[src/rtl/dme_reply_ranger.sv]
`default_nettype none
// dme_reply_ranger: times the interrogation-to-reply round trip and validates the reply pulse pair.
// Rev 1.0
module dme_reply_ranger #(
  parameter int unsigned CNT_W        = 32,
  parameter int unsigned REPLY_DELAY  = 50,
  parameter int unsigned PAIR_SPACING = 12,
  parameter int unsigned TOL          = 1,
  parameter int unsigned TIMEOUT      = 4000
) (
  input  logic             clk,
  input  logic             reset,
  input  logic             en,
  input  logic             rx_pulse,
  output logic [CNT_W-1:0] range_cnt,
  output logic             range_valid,
  output logic             pair_err,
  output logic             timeout,
  output logic             busy
);

  localparam logic [CNT_W-1:0] C_DELAY   = CNT_W'(REPLY_DELAY);
  localparam logic [CNT_W-1:0] C_WIN_LO  = CNT_W'(PAIR_SPACING - TOL);
  localparam logic [CNT_W-1:0] C_WIN_HI  = CNT_W'(PAIR_SPACING + TOL);
  localparam logic [CNT_W-1:0] C_TIMEOUT = CNT_W'(TIMEOUT);

  typedef enum logic [1:0] {
    IDLE   = 2'd0,
    LISTEN = 2'd1,
    PAIR   = 2'd2
  } state_t;

  state_t           state_q, state_d;
  logic [CNT_W-1:0] t_q, t_d;
  logic [CNT_W-1:0] t1_q, t1_d;
  logic [CNT_W-1:0] range_q, range_d;
  logic             en_q, rx_q;
  logic             rv_q, rv_d;
  logic             pe_q, pe_d;
  logic             to_q, to_d;
  logic             busy_q, busy_d;

  logic             en_rise, rx_rise, accept;
  logic [CNT_W-1:0] d;

  // Reply video is blanked while our own transmitter is keyed.
  assign en_rise = en & ~en_q;
  assign rx_rise = rx_pulse & ~rx_q & ~en;
  assign d       = t_q - t1_q;
  assign accept  = rx_rise && (d >= C_WIN_LO) && (d <= C_WIN_HI);

  always_comb begin
    state_d = state_q;
    t_d     = t_q;
    t1_d    = t1_q;
    range_d = range_q;
    rv_d    = 1'b0;
    pe_d    = 1'b0;
    to_d    = 1'b0;

    if (state_q != IDLE) begin
      t_d = (t_q == C_TIMEOUT) ? t_q : t_q + 1'b1;
    end

    case (state_q)
      IDLE: begin
        if (en_rise) begin
          t_d     = {{(CNT_W-1){1'b0}}, 1'b1};
          state_d = LISTEN;
        end
      end
      LISTEN: begin
        if (t_q == C_TIMEOUT) begin
          to_d    = 1'b1;
          state_d = IDLE;
        end else if (rx_rise && (t_q >= C_DELAY)) begin
          t1_d    = t_q;
          state_d = PAIR;
        end
      end
      PAIR: begin
        // Accept wins over timeout; a too-early second pulse becomes the new first-pulse candidate.
        if (accept) begin
          range_d = t1_q - C_DELAY;
          rv_d    = 1'b1;
          state_d = IDLE;
        end else if (t_q == C_TIMEOUT) begin
          to_d    = 1'b1;
          state_d = IDLE;
        end else if (rx_rise && (d < C_WIN_LO)) begin
          pe_d = 1'b1;
          t1_d = t_q;
        end else if (d == C_WIN_HI) begin
          pe_d    = 1'b1;
          state_d = LISTEN;
        end
      end
      default: state_d = IDLE;
    endcase

    busy_d = (state_d != IDLE);
  end

  always_ff @(posedge clk or posedge reset) begin
    if (reset) begin
      state_q <= IDLE;
      t_q     <= '0;
      t1_q    <= '0;
      range_q <= '0;
      en_q    <= 1'b0;
      rx_q    <= 1'b0;
      rv_q    <= 1'b0;
      pe_q    <= 1'b0;
      to_q    <= 1'b0;
      busy_q  <= 1'b0;
    end else begin
      state_q <= state_d;
      t_q     <= t_d;
      t1_q    <= t1_d;
      range_q <= range_d;
      en_q    <= en;
      rx_q    <= rx_pulse;
      rv_q    <= rv_d;
      pe_q    <= pe_d;
      to_q    <= to_d;
      busy_q  <= busy_d;
    end
  end

  assign range_cnt   = range_q;
  assign range_valid = rv_q;
  assign pair_err    = pe_q;
  assign timeout     = to_q;
  assign busy        = busy_q;

endmodule
`default_nettype wire

[config.mk]
export PLATFORM = sky130hd
export DESIGN_NAME = dme_reply_ranger
export DESIGN_NICKNAME = d
export VERILOG_FILES = /design/src/rtl/dme_reply_ranger.sv
export SDC_FILE = /design/constraint.sdc
export NUM_CORES = 1
export LEC_CHECK = 0
export CORE_ASPECT_RATIO = 0.7
export CORE_UTILIZATION = 36
export DETAILED_ROUTE_END_ITERATION = 10
export MAX_ROUTING_LAYER = met4
export SYNTH_ARGS = -nofsm -noshare
export SYNTH_HDL_FRONTEND = slang
export SYNTH_SLANG_ARGS = --single-unit
export TNS_END_PERCENT = 50
[constraint.sdc]
create_clock -name clk -period 8.4 [get_ports clk]
set_clock_uncertainty 0.05 [all_clocks]
set_input_delay 1.68 -clock clk [delete_from_list [all_inputs] [get_ports clk]]
set_output_delay 1.68 -clock clk [all_outputs]
set_load 0.02 [all_outputs]
==> metrics.cfg, run 1 <==
[run_status]
outcome = finished, final reports clean

[critical_path]
cp_cell_sequence = inv_1 -> ha_1 -> fa_1 -> nand2b_1 -> a21oi_1 -> o21ai_0 -> nand2b_1 -> mux2_2 -> a2111oi_2 -> nand4_1 -> nor4_4 -> nand4_1 -> a21oi_4 -> buf_4 -> mux2_2
setup.worst_path.class = reg -> reg
path_buf_inv = 2
worstPathRequired_ns = 8.59
arrival_ns = 5.20
startpoint_type = flip-flop
path_delay_family = compound AO/OA/AOI/OAI gates
path_max_fanout = 19
end_kind = flip-flop
cpMaxStageDelayCell = a21oi_4
cpPeakStageDelay_ns = 0.50

[cts]
tritoncts = built
cts_buffer_depth = 2
post_cts.repair.setup_buffers = 0
clock_sinks = 104
numCtsBuffers = 9
h-tree-depth = 3
cts.clk_slew.worst_paths_ns = 0.07
clk_latency_ns = 0.35
cts_resized = 0
hold_buffers = 0
cts_root_buf = clkbuf_16

[routing]
met1_length_um = 10000
first_pass_iters = 5
vias = 5732
initialDrtViolationCount = 423
wl_met3_um = 882
viasPerCell = 5.28
wl_met2_um = 6460
wl_per_cell_um = 16.2
wirelength_um = 17600
ant_nets = 0
top_layer = met4
route.detailed.drc = 0

[final_layout]
drive_gt1_share_pct = 11.8
final_util_pct = 41.4
layout.nets = 855
area_growth_pct = 12.6
num_antenna_cells = 0

[pwr]
switching_share_pct = 43.7
cellInternalPower_w = 0.00131
ir_drop_mv = 0.133
p_clk_share_pct = 18.5
seq_power_share_pct = 27.4
p_switching_w = 0.00102
power_leakage_nw = 3.83
p_per_area_mw_per_mm2 = 284
pwr-share-comb_pct = 54.1

[floorplan]
die_w_um = 172
die-area_mm2 = 0.0208
rows = 43
start_util_pct = 36.8
die_y_um = 121
io_pins = 40
core_area_mm2 = 0.0198

[logic_synthesis]
synth-edff-count = 0
synth_area_per_cell_um2 = 9.29
ys_types = 67
netlist_area_mm2 = 0.00728
synth_nets = 828
synthCells = 784
async_flop_share_pct = 100
yosysSeqAreaShare_pct = 35.7
synthTopCellsByArea = dfrtp_1, ha_1, mux2_4
synth_top_area_share_pct = 35.7
yosysTopAreaCell = dfrtp_1
yosys_warnings = 0
synth_flop_cell = dfrtp_1
ys_ff_latch = 104

[place]
gp_congestion = 0.939
place_ws_ns = 3.38
port_buffers = 39
dp_hpwl_um = 13400

[timing]
slew_headroom_pct = 41.2
finalSetupTns_ns = 0
worst_slack_ns = 3.39
period_minus_slack_ns = 5.01
fin_crit_sh_pct = 59.6
setup_viol = 0
tightestPinTransition_ns = 0.879
hold_violations = 0
finalMaxSlewViolations = 0
rsz0062_at_grt = no
fmax_ghz = 0.200

[grt]
grt_overflow = 0
grt_pass1_wl_um = 28900
grt_pass1_vias = 5358
antenna_found_initial = 0
grt_start_max_net_pins = 57
grtUsageTotal_pct = 18.4

[flow_run]
cap_violations = 0

[worst_hold_path]
hold_path.class = reg -> reg

==> cell usage after synthesis (2+ instances only) <==
library cell  instances
a211o_1               2
a211oi_1              5
a21o_1               10
a21oi_1              50
a2bb2oi_1             2
a31oi_1               7
and3_1                9
buf_2                 6
buf_4                 3
buf_6                 5
clkbuf_1             12
clkbuf_2              2
dfrtp_1             104
ha_1                 39
inv_1                59
mux2_2               30
mux2_4               28
mux2i_1              12
nand2_1              59
nand2b_1              7
nand3_1              20
nand4_1              21
nor2_1               73
nor2b_1               3
nor3_1               23
nor3b_1               5
nor4_1               10
o211a_1               2
o211ai_1              3
o21a_1                7
o21ai_0              32
o21bai_1              4
o221ai_1              3
o22ai_1               3
o2bb2ai_1             2
o31a_1                3
o31ai_1               2
o41ai_1               4
or2_1                 2
or2_2                 5
or3_1                12
or4_1                 5
xnor2_1              44
xor2_1               22
==> cell usage in the layout (no fill, tap or decap), drive strengths merged, types with 5 or more instances in the layout <==
cell type      count
nor4              12
a21o              10
or4                5
mux2i             12
xor2              22
clkdlybuf4s50     39
or3               12
dfrtp            104
nand3             20
nand4             21
xnor2             44
nor3b              5
inv               59
nand2b             7
ha                39
nand2             59
a21oi             52
and3               9
or2                7
o21a               8
o21ai             32
nor3              23
a211oi             5
clkbuf            11
nor2              73
a31oi              7
mux2              58
buf                5
==> metal layers <==
layer	vias up	track usage, %
met1	2753	29.6
met3	16	3.78
met4	0	3.93
met2	128	22.4
met5	-	-
li1	2835	-
==> power groups by stage <==
stage	Sequential [W]	Clock [W]	Combinational, W
finish	0.000638	0.000430	0.00126
global route	0.000650	0.000459	0.00141
CTS	0.000636	0.000445	0.00125
detailed placement	0.000646	0	0.00124
global placement	0.000644	0	0.00125
floorplan	0.000631	0	0.000989
==> worst paths after layout <==
kind	from	end	slack (ns)	depth (start not counted)
max	t_q[0]$_DFF_PP0_	t1_q[15]$_DFFE_PP0P_	3.39	15
min	range_cnt[7]$_DFFE_PP0P_	range_cnt[7]$_DFFE_PP0P_	0.46	1
max reg2reg	t_q[0]$_DFF_PP0_	t1_q[15]$_DFFE_PP0P_	3.39	15
min reg2reg	range_cnt[7]$_DFFE_PP0P_	range_cnt[7]$_DFFE_PP0P_	0.46	1
max in group asynchronous	reset	t_q[14]$_DFF_PP0_	5.48	3
min in group asynchronous	reset	t_q[31]$_DFF_PP0_	1.72	2
==> stage by stage <==
step	cells	area (um^2)	total power (W)	hold WS (ns)
final	1086	8200	0.00233	0.458
after detailed placement	1070	7900	0.00189	0.443
after floorplan	784	7280	0.00162	0.431
after global placement	1070	7900	0.00189	0.440
after CTS	1086	8200	0.00233	0.461
after global routing	1086	8200	0.00252	0.480
==> logic make-up (layout without fill, tap and decap cells) <==
family | Yosys count | in the layout | share of synthesized area, %
flops | 104 | 104 | 35.7
mux | 70 | 70 | 12.1
xor+xnor | 66 | 66 | 7.94
simple gates | 261 | 261 | 17.9
buf+inv | 87 | 119 | 5.29
fa+ha+maj | 40 | 40 | 6.97
compound gates | 156 | 156 | 14.2
==> layout make-up <==
type                            instances  area (um^2)
Fill cell                            2006        11600
Inverter                               59          224
Tap cell                              270          338
Clock inverter                          5         56.3
Sequential cell                       104         2600
Clock buffer                           11          243
Multi-Input combinational cell        593         4310
Timing Repair Buffer                   44          428
==> state kept, by name (all words and copies together), names as in the netlist <==
| name | cells |
|---|---|
| range_valid | 1 |
| en_q | 1 |
| rx_q | 1 |
| range_cnt | 32 |
| timeout | 1 |
| pair_err | 1 |
| state_q | 2 |
| t_q | 32 |
| t1_q | 32 |
| busy | 1 |
==> worst register-to-register path: stages (launching register included) <==
cell and delay, ns:
dfrtp_1 0.42, inv_1 0.11, ha_1 0.21, fa_1 0.43
nand2b_1 0.19, a21oi_1 0.27, o21ai_0 0.18, nand2b_1 0.19
mux2_2 0.36, a2111oi_2 0.43, nand4_1 0.21, nor4_4 0.33
nand4_1 0.21, a21oi_4 0.50, buf_4 0.40, mux2_2 0.40
Power figures use the tool's default switching activity.
==> inputs of run 2 (changes only) <==
==> constraint.sdc (replaced) <==
create_clock -name clk -period 4.1 [get_ports clk]
set_clock_uncertainty 0.05 [all_clocks]
set_input_delay 0.82 -clock clk [delete_from_list [all_inputs] [get_ports clk]]
set_output_delay 0.82 -clock clk [all_outputs]
set_load 0.02 [all_outputs]
==> metrics.cfg, run 2 (synthesized netlist as in run 1, its figures left out) <==
[run_status]
outcome = finished, final reports clean

[critical_path]
cp_cell_sequence = inv_1 -> ha_2 -> o211ai_1 -> a21o_1 -> and3_4 -> or3b_1 -> a311oi_4 -> o21a_2 -> o41ai_1 -> nor4_4 -> nand4_1 -> a21oi_4 -> clkbuf_16 -> buf_12 -> mux2_2
cpMaxStageDelayCell = or3b_1
r2r_end = t1_q[16]$_DFFE_PP0P_
worstPathRequired_ns = 4.30
path_max_fanout = 5
startpoint_type = flip-flop
end_kind = flip-flop
r2r_slack_ns = 0.002
arrival_ns = 4.30
reg2reg_depth = 15
cpPeakStageDelay_ns = 0.44
path_delay_family = compound AO/OA/AOI/OAI gates
path_buf_inv = 3
r2r_start = t1_q[2]$_DFFE_PP0P_
setup.worst_path.class = reg -> reg

[pwr]
finalPower_w = 0.00519
p_clk_share_pct = 16.6
switching_share_pct = 43.9
p_per_area_mw_per_mm2 = 572
ir_drop_mv = 0.226
p_switching_w = 0.00228
seq_power_share_pct = 24.3
pwr-share-comb_pct = 59.1
cellInternalPower_w = 0.00291
power_leakage_nw = 4.31

[cts]
hold_buffers = 0
cts_buffer_depth = 2
h-tree-depth = 3
cts_root_buf = clkbuf_16
clock_sinks = 104
numCtsBuffers = 9
cts.clk_slew.worst_paths_ns = 0.07
clk_latency_ns = 0.36
tritoncts = built

[floorplan]
die-area_mm2 = 0.0208
rows = 43
core_area_mm2 = 0.0198
die_w_um = 172
die_y_um = 121
start_util_pct = 36.8
io_pins = 40

[routing]
wl_per_cell_um = 16.8
route.detailed.drc = 0
first_pass_iters = 5
ant_nets = 0
vias = 6048
viasPerCell = 5.22
initialDrtViolationCount = 441
wirelength_um = 19500

[timing]
slew_headroom_pct = 47.1
fin_crit_sh_pct = 99.9
tightestPinTransition_ns = 0.786
finalMaxSlewViolations = 0
setup_viol = 0
rsz0062_at_grt = yes
fmax_ghz = 0.244
period_minus_slack_ns = 4.10
hold_violations = 0
finalSetupTns_ns = 0

[grt]
grt_pass1_vias = 5470
grt_pass1_wl_um = 29600
grt_overflow = 0
grt_start_max_net_pins = 60
antenna_found_initial = 0
grtUsageTotal_pct = 18.8

[final_layout]
drive_gt1_share_pct = 21.7
layout.nets = 928
fin_area_mm2 = 0.00907
area_growth_pct = 24.5
final_common_cell = dfrtp_1
mostFrequentLayoutCells = dfrtp_1, nor2_1, buf_4
num_antenna_cells = 0
final_util_pct = 45.8

[flow_run]
cap_violations = 0

[worst_hold_path]
hold_path.class = reg -> reg
hold_end = range_cnt[18]$_DFFE_PP0P_
hold-path-cell-count = 1
min-delay-start = range_cnt[18]$_DFFE_PP0P_

[place]
postPlaceCellArea_mm2 = 0.00836
gp_congestion = 0.922
port_buffers = 39
dp_hpwl_um = 14000

run 2: changes by cell type in the layout (fill, tap and decap cells not counted), moves of 5 or more:
cell / delta
mux2_4: +11
o21ai_1: +5
ha_1: -7
mux2_2: -11
o21ai_0: -5
ha_2: +7
buf_4: +59
buf_12: +5
run 2: worst register-to-register path, cell delays in order, from the launching register on:
cell       delay, ns
dfrtp_1         0.37
inv_1           0.08
ha_2            0.41
o211ai_1        0.10
a21o_1          0.22
and3_4          0.20
or3b_1          0.44
a311oi_4        0.35
o21a_2          0.20
o41ai_1         0.11
nor4_4          0.35
nand4_1         0.19
a21oi_4         0.28
clkbuf_16       0.19
buf_12          0.12
mux2_2          0.33
run 2: how the worst max path moves through the flow:
stage                          from  depth (start not counted)  slack [ns]                       end
5_1_grt        t1_q[18]$_DFFE_PP0P_                         15       -0.21      t1_q[23]$_DFFE_PP0P_
2_1_floorplan      t_q[0]$_DFF_PP0_                         15        0.07      t1_q[10]$_DFFE_PP0P_
6_report        t1_q[2]$_DFFE_PP0P_                         15       0.002      t1_q[16]$_DFFE_PP0P_
4_1_cts         t1_q[2]$_DFFE_PP0P_                         14       0.003  range_cnt[4]$_DFFE_PP0P_
3_5_place_dp    t1_q[0]$_DFFE_PP0P_                         14       -0.12  range_cnt[4]$_DFFE_PP0P_
3_3_place_gp    t1_q[0]$_DFFE_PP0P_                         14        0.02  range_cnt[8]$_DFFE_PP0P_
run 2: metrics by stage:
| step | worst slack, ns | cells | hold slack (ns) |
|---|---|---|---|
| after floorplan | 0.0665 | 784 | 0.431 |
| after detailed placement | -0.120 | 1125 | 0.444 |
| after CTS | 0.00259 | 1143 | 0.466 |
| after global placement | 0.0192 | 1125 | 0.440 |
| final | 0.00230 | 1159 | 0.461 |
| after global routing | -0.214 | 1159 | 0.477 |
run 2: cell type report:
cell class | count | area (um^2)
clock inverters | 6 | 51.3
clock buffers | 10 | 239
fillers | 1957 | 10700
multi-input cells | 593 | 4480
repair buffers | 117 | 1130
flip-flops and latches | 104 | 2600
inverters | 59 | 224
well taps | 270 | 338
run 2: routing by layer:
| metal | wire length [um] | GRT usage, % | vias up |
|---|---|---|---|
| met3 | 1140 | 3.07 | 11 |
| met5 | 0 | - | - |
| li1 | - | - | 2990 |
| met4 | 101 | 3.15 | 0 |
| met1 | 11000 | 31.4 | 2891 |
| met2 | 7290 | 22.7 | 156 |
run 2: power groups by stage:
stage          Sequential, W  Clock, W  Combinational (W)
2_1_floorplan        0.00129         0            0.00203
3_3_place_gp         0.00127         0            0.00280
3_5_place_dp         0.00128         0            0.00281
4_1_cts              0.00126  0.000895            0.00286
5_1_grt              0.00128  0.000930            0.00339
6_report             0.00126  0.000862            0.00307
run 2: repair_timing:
item | CTS | global route
buffers inserted | 2 | 12
cloned | 0 | 5
pin swaps | 1 | 16
gates resized for setup | 3 | 55
setup endpoints to repair | 58 | 67
==> inputs of run 3 (changes only) <==
--- a/config.mk
+++ b/config.mk
@@ -6,9 +6,11 @@
 export NUM_CORES = 1
 export LEC_CHECK = 0
 export CORE_ASPECT_RATIO = 0.7
-export CORE_UTILIZATION = 36
+export CORE_UTILIZATION = 55
 export DETAILED_ROUTE_END_ITERATION = 10
+export HOLD_SLACK_MARGIN = 0.12
 export MAX_ROUTING_LAYER = met4
+export PLACE_DENSITY = 0.77
 export SYNTH_ARGS = -nofsm -noshare
 export SYNTH_HDL_FRONTEND = slang
 export SYNTH_SLANG_ARGS = --single-unit
==> metrics.cfg, run 3 (synthesized netlist as in run 1, its figures left out) <==
[place]
gp_congestion = 0.978
dp_hpwl_um = 14700
port_buffers = 39

[critical_path]
setup.worst_path.class = reg -> reg
startpoint_type = flip-flop
arrival_ns = 4.29
worstPathRequired_ns = 4.28
path_max_fanout = 8
end_kind = flip-flop

[final_layout]
num_antenna_cells = 0
area_growth_pct = 25.6
layout.nets = 951
drive_gt1_share_pct = 23.9
final_common_cell = dfrtp_1
mostFrequentLayoutCells = dfrtp_1, buf_4, nor2_1
final_util_pct = 72.2

[cts]
h-tree-depth = 3
cts_root_buf = clkbuf_16
clk_latency_ns = 0.35
hold_buffers = 0
cts_buffer_depth = 2
tritoncts = built
clock_sinks = 104
numCtsBuffers = 9
cts.clk_slew.worst_paths_ns = 0.08

[routing]
first_pass_iters = 6
wl_per_cell_um = 19.3
wirelength_um = 20800
vias = 6533
viasPerCell = 6.08
ant_nets = 0
route.detailed.drc = 0
initialDrtViolationCount = 545

[timing]
finalMaxSlewViolations = 0
worst_slack_ns = -0.00868
hold_violations = 0
rsz0062_at_grt = yes
tightestPinTransition_ns = 0.828
fmax_ghz = 0.243
fin_crit_sh_pct = 100
slew_headroom_pct = 44.6
setup_viol = 1
hold-worst-slack_ns = 0.461
period_minus_slack_ns = 4.11

[floorplan]
core_area_mm2 = 0.0127
die_y_um = 98.3
rows = 34
start_util_pct = 57.5
die_w_um = 140
io_pins = 40
die-area_mm2 = 0.0137

[flow_run]
cap_violations = 0

[pwr]
p_per_area_mw_per_mm2 = 618
ir_drop_mv = 0.424
power_leakage_nw = 4.41

[run_status]
violations = setup timing
outcome = finished, violations left

[grt]
grt_pass1_vias = 6285
antenna_found_initial = 0
grtUsageTotal_pct = 30.6
grt_start_max_net_pins = 58
grt_overflow = 0
grt_pass1_wl_um = 32000

[worst_hold_path]
hold_path.class = reg -> reg

run 3: critical path: stages, from the launching register on:
cell and delay, ns:
dfrtp_1 0.39, inv_1 0.12, ha_2 0.33, a21oi_1 0.20, nor2_1 0.10, o41ai_2 0.31
buf_4 0.19, nand4_1 0.21, a31oi_1 0.24, xor2_1 0.19, nand2_1 0.14, nor4_4 0.39
nand4_1 0.21, a21oi_4 0.21, buf_4 0.19, buf_16 0.15, mux2_2 0.34
run 3: final cells by class:
class,count,area (um^2)
Sequential cell,104,2600
Clock buffer,10,239
Tap cell,162,203
Fill cell,916,3530
Clock inverter,6,97.6
Inverter,59,224
Multi-Input combinational cell,593,4500
Timing Repair Buffer,140,1280
run 3: repair_timing:
action                                  CTS  global route
resized for setup                         6            38
endpoints found under the setup margin   66            67
cloned                                    1             3
pin swaps                                 9             3
buffers inserted                          5            11
run 3: through the flow:
stage	cells	setup WS, ns	setup TNS (ns)	power (W)	area, um^2
4_1_cts	1060	0.0109	0	0.00532	8820
6_report	1074	-0.00868	-0.00868	0.00566	9150
3_3_place_gp	1038	-0.0290	-0.870	0.00419	8390
5_1_grt	1074	-0.130	-5.35	0.00598	9150
2_1_floorplan	784	0.0665	0	0.00332	7280
3_5_place_dp	1038	-0.184	-9.65	0.00427	8390
run 3: final timing paths:
path	end	from	cells after the start	slack, ns
max	t1_q[0]$_DFFE_PP0P_	t1_q[13]$_DFFE_PP0P_	16	-0.009
min	range_cnt[6]$_DFFE_PP0P_	range_cnt[6]$_DFFE_PP0P_	1	0.46
max reg2reg	t1_q[0]$_DFFE_PP0P_	t1_q[13]$_DFFE_PP0P_	16	-0.009
min reg2reg	range_cnt[6]$_DFFE_PP0P_	range_cnt[6]$_DFFE_PP0P_	1	0.46
max in group asynchronous	t_q[0]$_DFF_PP0_	reset	3	2.37
min in group asynchronous	range_cnt[19]$_DFFE_PP0P_	reset	2	0.90
run 3: report_power, final:
| part | total (W) | switching (W) | internal [W] | leakage [nW] |
|---|---|---|---|---|
| sequential | 0.00127 | 0.000107 | 0.00116 | 1.41 |
| clock | 0.000990 | 0.000426 | 0.000564 | 0.166 |
| combinational | 0.00340 | 0.00192 | 0.00147 | 2.83 |
run 3: per-layer routing:
layer  share of wire [%]  routed length, um  up-vias  track usage (%)
met2                  43               8960      314             45.0
met5                   0                  0        -                -
met1                  46               9620     3146             42.8
li1                    -                  -     3026                -
met3                 8.4               1740       47             6.38
met4                 2.2                452        0             7.86
